File: config.mk
export PLATFORM = sky130hd
export DESIGN_NAME = uart_tx_arbiter
export DESIGN_NICKNAME = d
export VERILOG_FILES = /design/src/rtl/uart_tx_arbiter.sv
export SDC_FILE = /design/constraint.sdc
export NUM_CORES = 1
export LEC_CHECK = 0
export CAP_MARGIN = 20
export CORE_MARGIN = 4
export CORE_UTILIZATION = 40
export CTS_BUF_LIST = sky130_fd_sc_hd__clkbuf_4
export CTS_CLUSTER_DIAMETER = 200
export DETAILED_ROUTE_END_ITERATION = 7
export PLACE_DENSITY = 0.71
export SKIP_LAST_GASP = 1
export SLEW_MARGIN = 20
export SYNTH_ARGS = -nofsm -noshare
export SYNTH_HDL_FRONTEND = slang
export SYNTH_SLANG_ARGS = --single-unit
File: constraint.sdc
create_clock -name clk -period 1.9 [get_ports clk]
set_clock_uncertainty 0.1 [all_clocks]
set_input_delay 0.475 -clock clk [delete_from_list [all_inputs] [get_ports clk]]
set_output_delay 0.475 -clock clk [all_outputs]
set_load 0.02 [all_outputs]
File: src/rtl/uart_tx_arbiter.sv
// ============================================================================
// uart_tx_arbiter: two-requester round-robin arbiter feeding an 8N1 UART TX.
// Revision: 1.0
// ============================================================================
`default_nettype none

module uart_tx_arbiter #(
  parameter logic [13:0] BAUD_DIV = 14'd100
) (
  input  logic       clk,
  input  logic       rst,
  input  logic       req0_valid,
  input  logic [7:0] req0_data,
  output logic       req0_ready,
  input  logic       req1_valid,
  input  logic [7:0] req1_data,
  output logic       req1_ready,
  output logic       txd,
  output logic       busy,
  output logic       gnt_id,
  output logic       frame_done
);

  typedef enum logic [1:0] {
    IDLE  = 2'd0,
    START = 2'd1,
    DATA  = 2'd2,
    STOP  = 2'd3
  } state_t;

  localparam logic [13:0] C_TERM = BAUD_DIV - 14'd1;

  state_t      state_q, state_d;
  logic [13:0] cnt_q, cnt_d;
  logic [2:0]  bit_q, bit_d;
  logic [7:0]  shift_q, shift_d;
  logic        ptr_q, ptr_d;
  logic        gnt_q, gnt_d;
  logic        txd_q, txd_d;
  logic        busy_q, busy_d;
  logic        done_q, done_d;

  logic w_idle;
  logic w_pick0;
  logic w_pick1;
  logic w_hs;
  logic w_term;

  // Ready is offered only in IDLE and never while reset is asserted.
  always_comb begin
    w_idle     = (state_q == IDLE) && !rst;
    w_pick0    = req0_valid && (!req1_valid || !ptr_q);
    w_pick1    = req1_valid && (!req0_valid ||  ptr_q);
    req0_ready = w_idle && w_pick0;
    req1_ready = w_idle && w_pick1;
    w_hs       = (req0_valid && req0_ready) || (req1_valid && req1_ready);
    w_term     = (cnt_q == C_TERM);
  end

  always_comb begin
    state_d = state_q;
    cnt_d   = cnt_q;
    bit_d   = bit_q;
    shift_d = shift_q;
    ptr_d   = ptr_q;
    gnt_d   = gnt_q;
    txd_d   = txd_q;
    busy_d  = busy_q;
    done_d  = 1'b0;

    case (state_q)
      IDLE: begin
        txd_d  = 1'b1;
        busy_d = 1'b0;
        if (w_hs) begin
          state_d = START;
          cnt_d   = 14'd0;
          bit_d   = 3'd0;
          shift_d = req1_ready ? req1_data : req0_data;
          gnt_d   = req1_ready;
          // Pointer moves to the requester that lost this round.
          ptr_d   = req0_ready;
          txd_d   = 1'b0;
          busy_d  = 1'b1;
        end
      end

      START: begin
        if (w_term) begin
          state_d = DATA;
          cnt_d   = 14'd0;
          bit_d   = 3'd0;
          txd_d   = shift_q[0];
          shift_d = shift_q >> 1;
        end else begin
          cnt_d = cnt_q + 14'd1;
        end
      end

      DATA: begin
        if (w_term) begin
          cnt_d = 14'd0;
          if (bit_q == 3'd7) begin
            state_d = STOP;
            txd_d   = 1'b1;
          end else begin
            bit_d   = bit_q + 3'd1;
            txd_d   = shift_q[0];
            shift_d = shift_q >> 1;
          end
        end else begin
          cnt_d = cnt_q + 14'd1;
        end
      end

      STOP: begin
        if (w_term) begin
          state_d = IDLE;
          cnt_d   = 14'd0;
          done_d  = 1'b1;
          busy_d  = 1'b0;
          txd_d   = 1'b1;
        end else begin
          cnt_d = cnt_q + 14'd1;
        end
      end

      default: begin
        state_d = IDLE;
        cnt_d   = 14'd0;
        txd_d   = 1'b1;
        busy_d  = 1'b0;
      end
    endcase
  end

  always_ff @(posedge clk) begin
    if (rst) begin
      state_q <= IDLE;
      cnt_q   <= 14'd0;
      bit_q   <= 3'd0;
      shift_q <= 8'd0;
      ptr_q   <= 1'b0;
      gnt_q   <= 1'b0;
      txd_q   <= 1'b1;
      busy_q  <= 1'b0;
      done_q  <= 1'b0;
    end else begin
      state_q <= state_d;
      cnt_q   <= cnt_d;
      bit_q   <= bit_d;
      shift_q <= shift_d;
      ptr_q   <= ptr_d;
      gnt_q   <= gnt_d;
      txd_q   <= txd_d;
      busy_q  <= busy_d;
      done_q  <= done_d;
    end
  end

  assign txd        = txd_q;
  assign busy       = busy_q;
  assign gnt_id     = gnt_q;
  assign frame_done = done_q;

endmodule

`default_nettype wire

==> implementation parameters, run 1 <==
Parameter                              Value

Status
  Run status    complete, no violations

GRT
  Vias in the first global route    1799
  First-pass GRT wire length    7850 um
  Largest net degree at the start of global routing    24
  Overall global routing resource usage    16.0%
  Initial antenna violation count    0
  Leftover overflow at the end of global routing    0

Synth
  Yosys reg bits    32
  Number of enable-type register cells in the synthesized netlist    0
  Share of async-settable or async-resettable flops after synthesis    0%
  Main flop type after synthesis    dfxtp_1
  Synthesized net count    262
  Gate Count Post-Synth    234
  Library cells used by synthesis    47
  Sequential-to-total area share from yosys stat    33.0%
  Mean Syn Cell Area    8.30 um^2
  Total of warnings raised by yosys    0
  Syn Std Cell Area    0.00194 mm^2

Setup path
  Origin of the critical flop-to-flop path    cnt_q[5]
  Critical path launch point type    flip-flop
  Reg2reg setup slack    0.06 ns
  CP max FO    3
  Kind of end point of the critical path    output pin
  Endpoint required time on the critical path    1.32 ns
  R2R depth    4
  Worst Path Arrival    1.30 ns
  Capture instance of the worst register-to-register path    state_q[0]
  Critical path start-end classification    flip-flop to output pin

Detailed routing
  Routed length per placed instance    12.7 um
  Post-detailed-route DRC marker count    0
  First drt pass iteration count    4
  Antenna-violating nets left    0
  Iteration-0 DRC Markers    93
  Via Count    1890
  Final WL    4470 um
  Number of vias per cell after detailed routing    5.35

Clock tree
  Clk_lat worst skew    0.34 ns
  CTS tree    built
  Cts hold-fix bufs    0
  Number of clock buffers inserted by TritonCTS    5
  Level count of the clock H-tree    2
  Clock-pin slew of the registers on the worst-case setup and hold paths    0.09 ns
  Number of buffers on the longest clock path    2
  Number of sinks handled by clock tree synthesis    32
  Clk root buf    clkbuf_4

STA
  Final period demand of the worst path    1.88 ns
  Final hold vios    0
  Achievable frequency    533 MHz
  Total Neg Setup Slack    0 ns
  Worst rel slew slack    71.8%
  Pin slew with the least headroom to its limit    0.421 ns
  Share of the cycle needed by the critical path after routing    98.8%
  Final setup violation count    0
  RSZ-0062 raised after global routing    yes
  Number of pins exceeding their max-slew limit in the final report    0

Final layout
  Fraction of layout instances using a drive strength above 1    24.1%
  Antenna cell count    0
  Nets@finish    313
  Final cell utilization of the core    55.3%
  Layout Area Growth over Synthesis    34.5%
  Filler cells    428
  Final Instance Area    0.00261 mm^2

Power and ir drop
  Maximum VDD drop    0.000955 V
  Power per cell area    1180 mW/mm^2
  Static Leak    1.04 nW

Run
  Max-capacitance violation count    0

Floorplanning
  Number of primary I/O pins    26
  Core ar.    0.00472 mm^2
  Initial standard-cell utilization of the core    41.1%
  Area of the die    0.00603 mm^2
  Num rows    25
  Horizontal extent of the die    77.7 um
  Die height    77.7 um

Worst hold path
  Hold Crit Start    shift_q[7]
  Worst min-delay path endpoint    shift_q[7]
  Worst hold path class    flip-flop to flip-flop
  Number of stages on the worst hold path    2

Place
  Area after detailed placement    0.00248 mm^2
  Number of buffers inserted by port buffering    25
  Detailed placement HPWL    3440 um
  Placer Congestion    0.819
## worst max path at each step
stage,start,endpoint,slack [ns],cells past startpoint
global placement,req0_valid,req0_ready,-0.62,4
global route,state_q[1],req1_ready,-0.05,5
floorplan,state_q[0],req0_ready,-0.004,5
CTS,state_q[1],req0_ready,-0.01,5
detailed placement,req0_valid,req0_ready,-0.64,4
finish,state_q[1],req0_ready,0.02,5
## critical path, cell delays in order, from the launching register on
cell      delay [ns]
dfxtp_2         0.33
inv_2           0.07
ha_4            0.16
nand2_4         0.06
a211oi_4        0.19
buf_6           0.15
## cell families after synthesis
family | Yosys count | share of synthesized area [%]
compound gates | 55 | 21.1
flops | 32 | 33.0
xor+xnor | 2 | 0.902
fa+ha+maj | 8 | 5.15
mux | 12 | 6.19
buf+inv | 35 | 7.73
simple gates | 90 | 25.9
## area by class of cell
class | instances | area [um^2] | share of cell area [%]
multi-input combinational | 167 | 1230 | 47.2
tap | 67 | 83.8 | 3.21
inverter | 17 | 63.8 | 2.44
clock inverter | 3 | 13.8 | 0.527
timing repair buffer | 62 | 534 | 20.5
clock buffer | 5 | 37.5 | 1.44
sequential | 32 | 646 | 24.7
## synth_stat cells (all sizes together), types with 2 or more instances
cell,instances,area share [%]
nand3b,5,1.9
o211a,2,1.0
or3,2,0.64
a41oi,3,1.7
nand2,23,4.4
o32ai,4,1.8
inv,16,3.1
a21oi,13,3.4
dfxtp,32,33
and3,4,1.3
a22oi,2,0.77
o211ai,2,1.5
nor2b,2,0.64
and4,5,2.4
a31oi,7,2.3
ha,8,5.2
o21ai,6,1.5
mux2i,12,6.2
nand4,5,1.6
buf,7,2.3
nor4,2,1.3
nand3,16,4.1
and2,2,0.64
or4,8,3.1
o22ai,2,0.64
clkbuf,11,2.1
nor3,2,0.52
a211oi,2,1.0
xor2,2,0.90
nor2,11,2.1
o311ai,7,3.2
## cell usage in the layout, fill, tap and decap left out, types with 3 or more instances in the layout
cell and n:
ha_1 5, dfxtp_2 4, inv_1 14, or4_1 8
nor2_1 10, dlygate4sd2_1 3, dfxtp_1 28, mux2i_1 12
nand3_1 16, a21oi_1 12, nand4_1 5, buf_4 37
o21ai_0 4, dlymetal6s2s_1 3, clkdlybuf4s50_1 17, o311ai_0 7
a31oi_1 7, and4_1 4, nand2_1 22, clkbuf_4 5
o32ai_1 4, and3_1 4, nand3b_1 5
## state kept, by name, summed over array words and instances (netlist names)
signal / flops
ptr_q: 1
txd: 1
cnt_q: 14
bit_q: 3
busy: 1
shift_q: 8
state_q: 2
gnt_id: 1
frame_done: 1
## what timing repair did
| item | CTS | global route |
|---|---|---|
| setup endpoints to repair | 4 | 16 |
| resized for setup | 23 | 14 |
| gates cloned | 0 | 0 |
| buffers inserted | 0 | 0 |
| pin swaps | 2 | 5 |
## where the power goes
part | total, mW | switching, mW | internal (mW) | leakage [nW]
Combinational | 1.79 | 0.901 | 0.884 | 0.747
Sequential | 0.916 | 0.0873 | 0.828 | 0.262
Clock | 0.373 | 0.238 | 0.135 | 0.0324
## per-stage QoR
| step | power [mW] | std cells | hold slack [ns] | worst slack [ns] |
|---|---|---|---|---|
| after floorplan | 1.99 | 234 | 0.338 | -0.00446 |
| after global placement | 2.57 | 345 | 0.346 | -0.622 |
| after detailed placement | 2.60 | 345 | 0.352 | -0.642 |
| after CTS | 3.04 | 353 | 0.365 | -0.0110 |
| after global routing | 3.33 | 353 | 0.393 | -0.0533 |
| final | 3.07 | 353 | 0.362 | 0.0236 |
## metal layers
| metal | GRT usage (%) | routed length, um | vias to the layer above |
|---|---|---|---|
| li1 | - | - | 974 |
| met1 | 19.1 | 2080 | 861 |
| met2 | 27.1 | 2130 | 49 |
| met3 | 3.71 | 202 | 6 |
| met4 | 6.94 | 63 | 0 |
| met5 | 0 | 0 | - |
No activity file was read; power rests on OpenSTA's default activity.
==> run 2, diff against run 1 <==
- CAP_MARGIN: 20 -> not set
==> results of run 2 <==
No change in the layout: final DEF, timing and power equal those of run 1.
